File: src/rtl/proc_pkg.sv
// Shared types and sizes for the pixel processing pipeline.
package proc_pkg;

  localparam int unsigned COLOR_SIZE = 8;
  localparam int unsigned PIXEL_SIZE = 24;

  typedef enum logic [1:0] {
    MODE_PASS   = 2'd0,
    MODE_THRESH = 2'd1,
    MODE_BRIGHT = 2'd2,
    MODE_DARK   = 2'd3
  } mode_e;

  typedef enum logic [1:0] {
    IDLE  = 2'd0,
    RUN   = 2'd1,
    FLUSH = 2'd2
  } state_e;

endpackage

File: src/rtl/proc_lane.sv
// One colour-byte lane: pass, threshold, saturating brighten or saturating darken.
module proc_lane
  import proc_pkg::*;
(
  input  logic [1:0] mode,
  input  logic [7:0] proc_val,
  input  logic [7:0] data_in,
  output logic [7:0] data_out
);

  logic [8:0] sum;

  always_comb begin
    sum      = {1'b0, data_in} + {1'b0, proc_val};
    data_out = data_in;
    case (mode_e'(mode))
      MODE_PASS:   data_out = data_in;
      MODE_THRESH: data_out = (data_in >= proc_val) ? 8'hFF : 8'h00;
      MODE_BRIGHT: data_out = sum[8] ? 8'hFF : sum[7:0];
      MODE_DARK:   data_out = (data_in > proc_val) ? (data_in - proc_val) : 8'h00;
      default:     data_out = data_in;
    endcase
  end

endmodule

File: src/rtl/pixel_proc_pipe.sv
// Two-stage pixel processing pipeline with valid/ready handshake, per-frame
// latching of mode/proc_val and a saturating frame beat counter.
module pixel_proc_pipe
  import proc_pkg::*;
#(
  parameter int unsigned DATA_WIDTH = 32,
  parameter int unsigned CNT_WIDTH  = 16
) (
  input  logic                  clk,
  input  logic                  rst_n,
  input  logic                  in_vld,
  output logic                  in_rdy,
  input  logic                  in_last,
  input  logic [1:0]            mode,
  input  logic [7:0]            proc_val,
  input  logic [DATA_WIDTH-1:0] data_in,
  output logic [DATA_WIDTH-1:0] data_out,
  output logic                  out_vld,
  input  logic                  out_rdy,
  output logic                  out_last,
  output logic [CNT_WIDTH-1:0]  beat_cnt,
  output logic                  done
);

  localparam int unsigned LANES = DATA_WIDTH / COLOR_SIZE;

  state_e                state;
  logic [1:0]            mode_q;
  logic [7:0]            val_q;
  logic                  s1_vld;
  logic                  s1_last;
  logic [DATA_WIDTH-1:0] s1_data;
  logic [DATA_WIDTH-1:0] result;
  logic                  en;
  logic                  in_xfer;
  logic                  out_xfer;

  // Whole pipeline advances together; in_rdy never looks at in_vld.
  assign en       = !out_vld || out_rdy;
  assign in_rdy   = en && (state != FLUSH);
  assign in_xfer  = in_vld && in_rdy;
  assign out_xfer = out_vld && out_rdy;
  assign done     = (state == FLUSH) && out_xfer && out_last;

  for (genvar l = 0; l < LANES; l++) begin : g_lane
    proc_lane u_lane (
      .mode     (mode_q),
      .proc_val (val_q),
      .data_in  (s1_data[l*COLOR_SIZE +: COLOR_SIZE]),
      .data_out (result[l*COLOR_SIZE +: COLOR_SIZE])
    );
  end

  // S1 captures raw beat, S2 holds the processed beat presented downstream.
  always_ff @(posedge clk) begin
    if (!rst_n) begin
      s1_vld   <= 1'b0;
      s1_last  <= 1'b0;
      s1_data  <= '0;
      out_vld  <= 1'b0;
      out_last <= 1'b0;
      data_out <= '0;
    end else if (en) begin
      s1_vld  <= in_xfer;
      out_vld <= s1_vld;
      if (in_xfer) begin
        s1_data <= data_in;
        s1_last <= in_last;
      end
      if (s1_vld) begin
        data_out <= result;
        out_last <= s1_last;
      end
    end
  end

  // Frame FSM: latches operation on the first beat, counts beats, waits for the last beat to drain.
  always_ff @(posedge clk) begin
    if (!rst_n) begin
      state    <= IDLE;
      mode_q   <= 2'd0;
      val_q    <= 8'd0;
      beat_cnt <= '0;
    end else begin
      case (state)
        IDLE: begin
          if (in_xfer) begin
            mode_q   <= mode;
            val_q    <= proc_val;
            beat_cnt <= CNT_WIDTH'(1);
            state    <= in_last ? FLUSH : RUN;
          end
        end
        RUN: begin
          if (in_xfer) begin
            if (beat_cnt != {CNT_WIDTH{1'b1}}) beat_cnt <= beat_cnt + CNT_WIDTH'(1);
            if (in_last) state <= FLUSH;
          end
        end
        FLUSH: begin
          if (done) state <= IDLE;
        end
        default: state <= IDLE;
      endcase
    end
  end

endmodule

File: config.mk
export PLATFORM = sky130hd
export DESIGN_NAME = pixel_proc_pipe
export DESIGN_NICKNAME = d
export VERILOG_FILES = /design/src/rtl/proc_pkg.sv /design/src/rtl/proc_lane.sv /design/src/rtl/pixel_proc_pipe.sv
export SDC_FILE = /design/constraint.sdc
export NUM_CORES = 1
export LEC_CHECK = 0
export ABC_AREA = 1
export CAP_MARGIN = 20
export CORE_MARGIN = 8
export CORE_UTILIZATION = 45
export DETAILED_ROUTE_END_ITERATION = 7
export HOLD_SLACK_MARGIN = 0.1
export PLACE_DENSITY_LB_ADDON = 0.05
export SETUP_SLACK_MARGIN = 0.3
export SLEW_MARGIN = 20
export SYNTH_ARGS = -nofsm -noshare
export SYNTH_HDL_FRONTEND = slang
export SYNTH_SLANG_ARGS = --single-unit
File: constraint.sdc
create_clock -name clk -period 3 [get_ports clk]
set_clock_uncertainty 0.05 [all_clocks]
set_input_delay 0.75 -clock clk [delete_from_list [all_inputs] [get_ports clk]]
set_output_delay 0.75 -clock clk [all_outputs]
set_load 0.01 [all_outputs]
==> results of run 1 <==
==> layer usage <==
| layer | track usage | share of wire | vias to the layer above | wire [um] |
|---|---|---|---|---|
| met4 | 0.0651 | 0.017 | 6 | 377 |
| met5 | 0 | 0.0015 | - | 33 |
| met2 | 0.334 | 0.45 | 158 | 9890 |
| li1 | - | - | 4018 | - |
| met1 | 0.273 | 0.48 | 3384 | 10700 |
| met3 | 0.0463 | 0.055 | 29 | 1220 |
==> how the worst max path moves through the flow <==
stage | to | slack [ns] | cells past startpoint
after floorplan | data_out[29] | 0.74 | 10
after global placement | in_rdy | 0.12 | 6
after detailed placement | in_rdy | 0.12 | 6
after CTS | in_rdy | 0.34 | 6
after global routing | data_out[17] | 0.28 | 12
final | in_rdy | 0.40 | 6
==> cell type report <==
type                            instances  area, um2
Multi-Input combinational cell        898       4810
Clock buffer                           10        239
Fill cell                            1730       7370
Clock inverter                          6        115
Tap cell                              220        275
Sequential cell                        96       1920
Antenna cell                            1       2.50
Timing Repair Buffer                  115       1130
Inverter                              175        657
==> registers in the layout, indices dropped and copies added, names as in the netlist <==
| register | flops |
|---|---|
| s1_last | 1 |
| state | 2 |
| s1_vld | 1 |
| mode_q | 2 |
| beat_cnt | 16 |
| s1_data | 32 |
| data_out | 32 |
| out_vld | 1 |
| val_q | 8 |
| out_last | 1 |
==> cells in the final DEF (no fill, tap or decap), types with 3 or more instances in the layout <==
cell type / synthesis / final
o21bai_1: 4 / 4
and2_1: 6 / 6
a21oi_1: 144 / 144
o21ai_0: 60 / 60
clkbuf_16: 0 / 9
nor2_2: 7 / 9
fa_1: 8 / 8
nand2_1: 348 / 348
nor2_1: 91 / 89
inv_2: 6 / 7
nand3b_1: 10 / 10
buf_4: 1 / 15
a21oi_2: 4 / 3
bufinv_16: 0 / 3
clkdlybuf4s50_1: 0 / 96
nor3_1: 6 / 6
nand3_1: 84 / 84
or2_2: 6 / 6
xor2_1: 19 / 19
inv_1: 168 / 167
dfxtp_1: 96 / 95
nand4_1: 11 / 11
o21ai_1: 7 / 7
ha_1: 65 / 64
==> power groups by stage <==
stage,clock network [W],logic [W],registers (W)
5_1_grt,0.00147,0.00210,0.00149
6_report,0.00139,0.00184,0.00148
4_1_cts,0.00143,0.00184,0.00148
3_3_place_gp,0,0.00182,0.00150
2_1_floorplan,0,0.00130,0.00150
3_5_place_dp,0,0.00183,0.00151
==> repair_timing <==
action / CTS / global route
endpoints found under the setup margin: 2 / 9
gates resized for setup: 3 / 3
hold buffers: 0 / 0
pin swaps: 0 / 1
setup buffers: 0 / 1
==> worst max-delay path, stage by stage <==
cell and delay, ns:
clkdlybuf4s50_1 0.43, nor2_2 0.11, inv_1 0.08, nand2_4 0.10, inv_1 0.04, dlygate4sd2_1 0.27
==> logic make-up (layout without fill, tap and decap cells) <==
kind of cell	after synthesis	after routing	share of synthesized area
simple gates	579	579	0.325
compound gates	225	225	0.154
buf+inv	222	306	0.115
flops	96	96	0.253
fa+ha+maj	73	73	0.128
xor+xnor	21	21	0.0242
other cells	0	1	0
==> stage by stage <==
step                hold slack (ns)  total power, W
floorplan                     0.380         0.00280
global placement              0.401         0.00332
detailed placement            0.404         0.00333
CTS                           0.415         0.00474
global route                  0.436         0.00505
finish                        0.411         0.00470
==> impl_metrics.json, run 1 <==
{
  "clockPowerShare": 0.295,
  "path_class": "input pin to output port",
  "synth_nets": 1336,
  "clk_latency_ns": 0.36,
  "area_growth_pct": 20.6,
  "hold_path_depth": 2,
  "final_area_mm2": 0.00915,
  "hold_violations": 0,
  "cts_tree": "built",
  "rows": 47,
  "synth_top_cell_by_area": "dfxtp_1",
  "grt_pass1_wl_um": 36400,
  "worstMarginPinSlew_ns": 0.483,
  "setup_slack_ns": 0.403,
  "routed_via_density": 4.99,
  "status": "complete, no violations",
  "worstPathMaxFanout": 2,
  "grt_use_total": 0.209,
  "synth_top_area_share": 0.253,
  "clock.fmax_mhz": 385,
  "p_sw_frac": 0.380,
  "min-delay-start": "data_out[5]",
  "r2r_slack_ns": 0.53,
  "final_layout_size_suffix_gt1_frac": 0.0531,
  "die_y_um": 146,
  "switching_power_w": 0.00179,
  "drt-initial-drc-count": 405,
  "synth-edff-count": 0,
  "min_period_ns": 2.60,
  "vias": 7595,
  "endpoint_kind": "output port",
  "reg2reg_depth": 12,
  "comb_power_share": 0.392,
  "ctsLongestPathBuffers": 2,
  "antenna_found_initial": 4,
  "min_period_over_period": 0.866,
  "slew_violations": 0,
  "synth.area.top_cells": "dfxtp_1 (25%), nand2_1 (17%), ha_1 (11%)",
  "syn_inst": 1216,
  "ys_types": 40,
  "antenna_left": 0,
  "numCtsBuffers": 9,
  "power.density_mw_per_mm2": 514,
  "portBuffers": 98,
  "overflow": 0,
  "synth_area_mm2": 0.00759,
  "critPathLaunch": "out_rdy",
  "grt_max_degree": 41,
  "setup_tns_ns": 0,
  "dieArea_mm2": 0.0213,
  "initial_core_util": 0.459,
  "async_flop_share": 0,
  "numClockSinks": 96,
  "yosysWarnings": 0,
  "p_leak_nw": 4.31,
  "coreArea_mm2": 0.0165,
  "cts_root_buf": "clkbuf_16",
  "grt_setup_unrepaired": "true",
  "pre_cts_ws_ns": 0.122,
  "path_clk_slew_ns": 0.07,
  "final_core_util": 0.554,
  "placedCellCount": 1503,
  "final_cells": 1521,
  "p_int_w": 0.00292,
  "crit_arrival_ns": 1.80,
  "setup_viol": 0,
  "grt_pass1_vias": 7223,
  "r2r-start": "val_q[4]",
  "wl_um": 22200,
  "drc": 0,
  "dp_hpwl_um": 16700,
  "gp_congestion": 0.922,
  "regToRegEndpoint": "data_out[26]",
  "max_slew_margin": 0.676,
  "ys_seq_area_frac": 0.253,
  "required_ns": 2.20,
  "fin_nets": 1415,
  "ys_ff_latch": 96,
  "holdCritPathClass": "register to register",
  "synth_flop_cell": "dfxtp_1",
  "die_x_um": 146,
  "cts_htree_levels": 3,
  "cap_violations": 0,
  "syn_area_per_cell_um2": 6.24,
  "placed_area_mm2": 0.00878,
  "ir_worst_vdd_mv": 0.315,
  "wire_per_inst_um": 14.6,
  "startpoint_type": "input pin",
  "first_pass_iters": 4,
  "p_seq_frac": 0.314,
  "yosysMostFrequentCell": "nand2_1",
  "synthTopCellsByCount": "nand2_1 (348), inv_1 (168), a21oi_1 (144)",
  "ios": 99,
  "min_to": "data_out[5]"
}
Power figures use the tool's default switching activity.
==> run 2, diff against run 1 <==
--- a/config.mk
+++ b/config.mk
@@ -9,6 +9,7 @@
 export CAP_MARGIN = 20
 export CORE_MARGIN = 8
 export CORE_UTILIZATION = 45
+export CTS_BUF_LIST = sky130_fd_sc_hd__clkbuf_8
 export DETAILED_ROUTE_END_ITERATION = 7
 export HOLD_SLACK_MARGIN = 0.1
 export PLACE_DENSITY_LB_ADDON = 0.05
==> impl_metrics.json, run 2 (synthesis results as in run 1) <==
{
  "status": "complete, no violations",
  "max_slew_margin": 0.690,
  "routed_via_density": 5.00,
  "initial_core_util": 0.459,
  "endpoint": "in_rdy",
  "mostFrequentLayoutCells": "nand2_1 (348), inv_1 (167), a21oi_1 (144)",
  "holdCritPathClass": "register to register",
  "antenna_left": 0,
  "fin_nets": 1415,
  "worst_path_max_delay_cell": "clkdlybuf4s50_1",
  "min_period_ns": 2.60,
  "area_growth_pct": 19.2,
  "hold_violations": 0,
  "drt-initial-drc-count": 424,
  "ctsLongestPathBuffers": 2,
  "grt_use_total": 0.208,
  "cts_htree_levels": 3,
  "p_leak_nw": 4.26,
  "grt_pass1_wl_um": 36300,
  "gp_congestion": 0.922,
  "r2r-start": "val_q[1]",
  "power.density_mw_per_mm2": 486,
  "portBuffers": 98,
  "fill_cells": 1754,
  "max_stage_delay_ns": 0.43,
  "drc": 0,
  "ios": 99,
  "die_y_um": 146,
  "antenna_found_initial": 4,
  "grt_max_degree": 41,
  "final_layout_size_suffix_gt1_frac": 0.0538,
  "cts_root_buf": "clkbuf_8",
  "r2r_slack_ns": 0.54,
  "dp_hpwl_um": 16700,
  "worstPathCellList": "clkdlybuf4s50_1 > nor2_2 > inv_1 > nand2_4 > inv_1 > dlygate4sd2_1",
  "min_period_over_period": 0.865,
  "ir_worst_vdd_mv": 0.242,
  "first_pass_iters": 8,
  "rows": 47,
  "cts_tree": "built",
  "final_common_cell": "nand2_1",
  "wl_um": 22100,
  "final_area_mm2": 0.00905,
  "slew_violations": 0,
  "vias": 7612,
  "critPathLaunch": "out_rdy",
  "setup_slack_ns": 0.404,
  "die_x_um": 146,
  "setup_tns_ns": 0,
  "path_clk_slew_ns": 0.10,
  "crit_arrival_ns": 1.80,
  "endpoint_kind": "output port",
  "clock.fmax_mhz": 385,
  "numCtsBuffers": 9,
  "clk_latency_ns": 0.39,
  "reg2reg_depth": 13,
  "regToRegEndpoint": "data_out[8]",
  "wire_per_inst_um": 14.5,
  "required_ns": 2.20,
  "setup_viol": 0,
  "worstPathMaxFanout": 2,
  "startpoint_type": "input pin",
  "placed_area_mm2": 0.00878,
  "top_regs": "data_out (32), s1_data (32), beat_cnt (16)",
  "numClockSinks": 96,
  "worstMarginPinSlew_ns": 0.461,
  "crit_path_frequent_cell": "inv_1",
  "grt_pass1_vias": 7191,
  "cap_violations": 0,
  "final_core_util": 0.548,
  "pre_cts_ws_ns": 0.122,
  "dieArea_mm2": 0.0213,
  "cts_hold_buf": 0,
  "grt_setup_unrepaired": "false",
  "path_class": "input pin to output port",
  "coreArea_mm2": 0.0165,
  "overflow": 0
}
run 2: changes by cell type in the layout (fill, tap and decap cells not counted):
cell | before | now
diode_2 | 1 | 3
clkbuf_16 | 9 | 0
a21oi_2 | 3 | 4
dfxtp_2 | 1 | 2
a21oi_4 | 1 | 0
clkbuf_8 | 1 | 10
dfxtp_1 | 95 | 94
run 2: final cells by class:
class / instances / area (um2) / share of cell area
sequential: 96 / 1920 / 0.213
multi-input combinational: 898 / 4800 / 0.531
clock inverter: 6 / 115 / 0.0127
tap: 220 / 275 / 0.0304
timing repair buffer: 115 / 1130 / 0.125
clock buffer: 10 / 138 / 0.0152
antenna: 3 / 7.51 / 0.000830
inverter: 175 / 657 / 0.0726
run 2: where the power goes:
| group | switching [W] | total (W) | internal (W) |
|---|---|---|---|
| logic | 0.00114 | 0.00184 | 0.000696 |
| registers | 0.000100 | 0.00148 | 0.00138 |
| clock network | 0.000501 | 0.00108 | 0.000583 |
run 2: critical path, delay by kind of cell:
kind / cells / cell delay, ns
buf+inv: 4 / 0.82
simple gates: 2 / 0.21
run 2: through the flow:
| stage | cells | power (W) | hold WS (ns) |
|---|---|---|---|
| after floorplan | 1216 | 0.00280 | 0.380 |
| after global placement | 1503 | 0.00332 | 0.401 |
| after detailed placement | 1503 | 0.00333 | 0.404 |
| after CTS | 1519 | 0.00443 | 0.419 |
| after global routing | 1520 | 0.00474 | 0.441 |
| final | 1523 | 0.00440 | 0.415 |
run 2: worst min path at each step:
| stage | start | end | depth (start not counted) |
|---|---|---|---|
| floorplan | s1_last | out_last | 2 |
| global placement | s1_last | out_last | 2 |
| detailed placement | data_out[14] | data_out[14] | 2 |
| CTS | data_out[14] | data_out[14] | 2 |
| global route | data_out[5] | data_out[5] | 2 |
| finish | data_out[5] | data_out[5] | 2 |
run 2: layer usage:
layer / vias to the layer above / track usage / share of wire
met5: - / 0 / 0.00059
met4: 2 / 0.0619 / 0.016
met3: 25 / 0.0463 / 0.060
met2: 172 / 0.332 / 0.44
met1: 3396 / 0.273 / 0.48
li1: 4017 / - / -
run 2: what timing repair did:
action | 4_1_cts | 5_1_grt
setup buffers | 0 | 1
gates resized for setup | 3 | 3
cloned | 0 | 0
pin swaps | 0 | 1
endpoints found under the setup margin | 2 | 11
==> run 3, diff against run 2 <==
--- a/config.mk
+++ b/config.mk
@@ -13,7 +13,7 @@
 export DETAILED_ROUTE_END_ITERATION = 7
 export HOLD_SLACK_MARGIN = 0.1
 export PLACE_DENSITY_LB_ADDON = 0.05
-export SETUP_SLACK_MARGIN = 0.3
+export SETUP_SLACK_MARGIN = 0.5
 export SLEW_MARGIN = 20
 export SYNTH_ARGS = -nofsm -noshare
 export SYNTH_HDL_FRONTEND = slang
==> impl_metrics.json, run 3 (synthesis results as in run 1) <==
{
  "coreArea_mm2": 0.0165,
  "cts_root_buf": "clkbuf_8",
  "grt_setup_unrepaired": "true",
  "slew_violations": 0,
  "antenna_found_initial": 4,
  "final_cells": 1527,
  "ir_worst_vdd_mv": 0.239,
  "drt-initial-drc-count": 392,
  "top_regs": "data_out (32), s1_data (32), beat_cnt (16)",
  "setup_viol": 0,
  "rows": 47,
  "cts_hold_buf": 0,
  "path_class": "input pin to output port",
  "cap_violations": 0,
  "path_buf_inv": 4,
  "crit_cells": 6,
  "overflow": 0,
  "r2r-start": "val_q[4]",
  "hold_path_depth": 2,
  "cts_tree": "built",
  "dp_hpwl_um": 16700,
  "setup_tns_ns": 0,
  "area_growth_pct": 21.3,
  "numClockSinks": 96,
  "crit_arrival_ns": 1.59,
  "numCtsBuffers": 9,
  "dieArea_mm2": 0.0213,
  "worst_path_max_delay_cell": "dlygate4sd2_1",
  "wire_per_inst_um": 14.6,
  "routed_via_density": 5.01,
  "placedCellCount": 1503,
  "switching_power_w": 0.00177,
  "p_total_w": 0.00447,
  "power.density_mw_per_mm2": 485,
  "endpoint": "in_rdy",
  "final_core_util": 0.557,
  "fin_nets": 1421,
  "reg2reg_depth": 12,
  "r2r_slack_ns": 0.69,
  "drc": 0,
  "worstPathCellList": "dlygate4sd2_1 > nor2_2 > inv_2 > nand2_4 > inv_1 > dlygate4sd2_1",
  "critical-path-top-delay-family": "buffers and inverters",
  "p_seq_frac": 0.332,
  "first_pass_iters": 5,
  "endpoint_kind": "output port",
  "final_layout_size_suffix_gt1_frac": 0.0750,
  "antenna_left": 0,
  "grt_pass1_wl_um": 36400,
  "cts_htree_levels": 3,
  "die_y_um": 146,
  "required_ns": 2.20,
  "initial_core_util": 0.459,
  "clock.fmax_mhz": 419,
  "p_int_w": 0.00270,
  "ios": 99,
  "comb_power_share": 0.426,
  "hold-worst-slack_ns": 0.415,
  "grt_pass1_vias": 7215,
  "regToRegEndpoint": "data_out[2]",
  "gp_congestion": 0.922,
  "grt_use_total": 0.208,
  "path_clk_slew_ns": 0.10,
  "min_period_over_period": 0.796,
  "status": "complete, no violations",
  "holdCritPathClass": "register to register",
  "vias": 7649,
  "p_sw_frac": 0.396,
  "min_period_ns": 2.39,
  "final_common_cell": "nand2_1",
  "mostFrequentLayoutCells": "nand2_1 (348), inv_1 (162), a21oi_1 (144)",
  "p_leak_nw": 4.28,
  "worstPathMaxFanout": 2,
  "clk_latency_ns": 0.39,
  "max_slew_margin": 0.684,
  "worstMarginPinSlew_ns": 0.471,
  "critPathLaunch": "out_rdy",
  "portBuffers": 98,
  "wl_um": 22400,
  "hold_violations": 0,
  "crit_path_frequent_cell": "dlygate4sd2_1",
  "startpoint_type": "input pin",
  "die_x_um": 146,
  "max_stage_delay_ns": 0.27,
  "grt_max_degree": 41,
  "clockPowerShare": 0.243,
  "ctsLongestPathBuffers": 2
}
run 3: cell types whose count changed in the layout (fill, tap and decap cells not counted), sizes merged:
cell           previous run  this run
inv                     175       173
buf                      17        23
dlygate4sd2               2         3
diode                     3         1
clkdlybuf4s50            96        95
clkinvlp                  0         2
run 3: what timing repair did:
item / in CTS / in global routing
resized for setup: 7 / 31
endpoints found under the setup margin: 15 / 32
pin swaps: 1 / 2
setup buffers: 1 / 6
run 3: power groups by stage:
stage | combinational, W | sequential, W | clock, W
6_report | 0.00190 | 0.00148 | 0.00109
3_5_place_dp | 0.00183 | 0.00151 | 0
3_3_place_gp | 0.00182 | 0.00150 | 0
5_1_grt | 0.00216 | 0.00150 | 0.00116
4_1_cts | 0.00184 | 0.00148 | 0.00112
2_1_floorplan | 0.00130 | 0.00150 | 0
run 3: stage by stage:
step                      area (um2)  worst slack [ns]
after floorplan                 7590             0.736
after global placement          8780             0.124
after detailed placement        8780             0.122
after CTS                       9040             0.531
after global routing            9210             0.477
final                           9210             0.612
run 3: how the worst min path moves through the flow:
stage / start / endpoint / slack, ns
floorplan: s1_last / out_last / 0.38
global placement: s1_last / out_last / 0.40
detailed placement: data_out[14] / data_out[14] / 0.40
CTS: data_out[14] / data_out[14] / 0.42
global route: data_out[5] / data_out[5] / 0.44
finish: data_out[5] / data_out[5] / 0.42
run 3: layer usage:
layer / wire, um / vias to the layer above / global-route usage
met1: 10700 / 3404 / 0.273
met4: 345 / 6 / 0.0619
met5: 37 / - / 0
met3: 1270 / 29 / 0.0463
met2: 10000 / 173 / 0.333
li1: - / 4037 / -
run 3: final cells by class:
| cell class | instances | area [um2] |
|---|---|---|
| clock inverter | 6 | 115 |
| antenna | 1 | 2.50 |
| multi-input combinational | 898 | 4910 |
| inverter | 175 | 664 |
| clock buffer | 10 | 138 |
| timing repair buffer | 121 | 1180 |
| fill | 1734 | 7310 |
| sequential | 96 | 1930 |
| tap | 220 | 275 |
run 3: worst min-delay path: cells and delay by family (launching register included):
kind	cells	cell delay (ns)
flip-flops	1	0.32
AND/OR/NAND/NOR	1	0.06
AO/OA/AOI/OAI	1	0.05
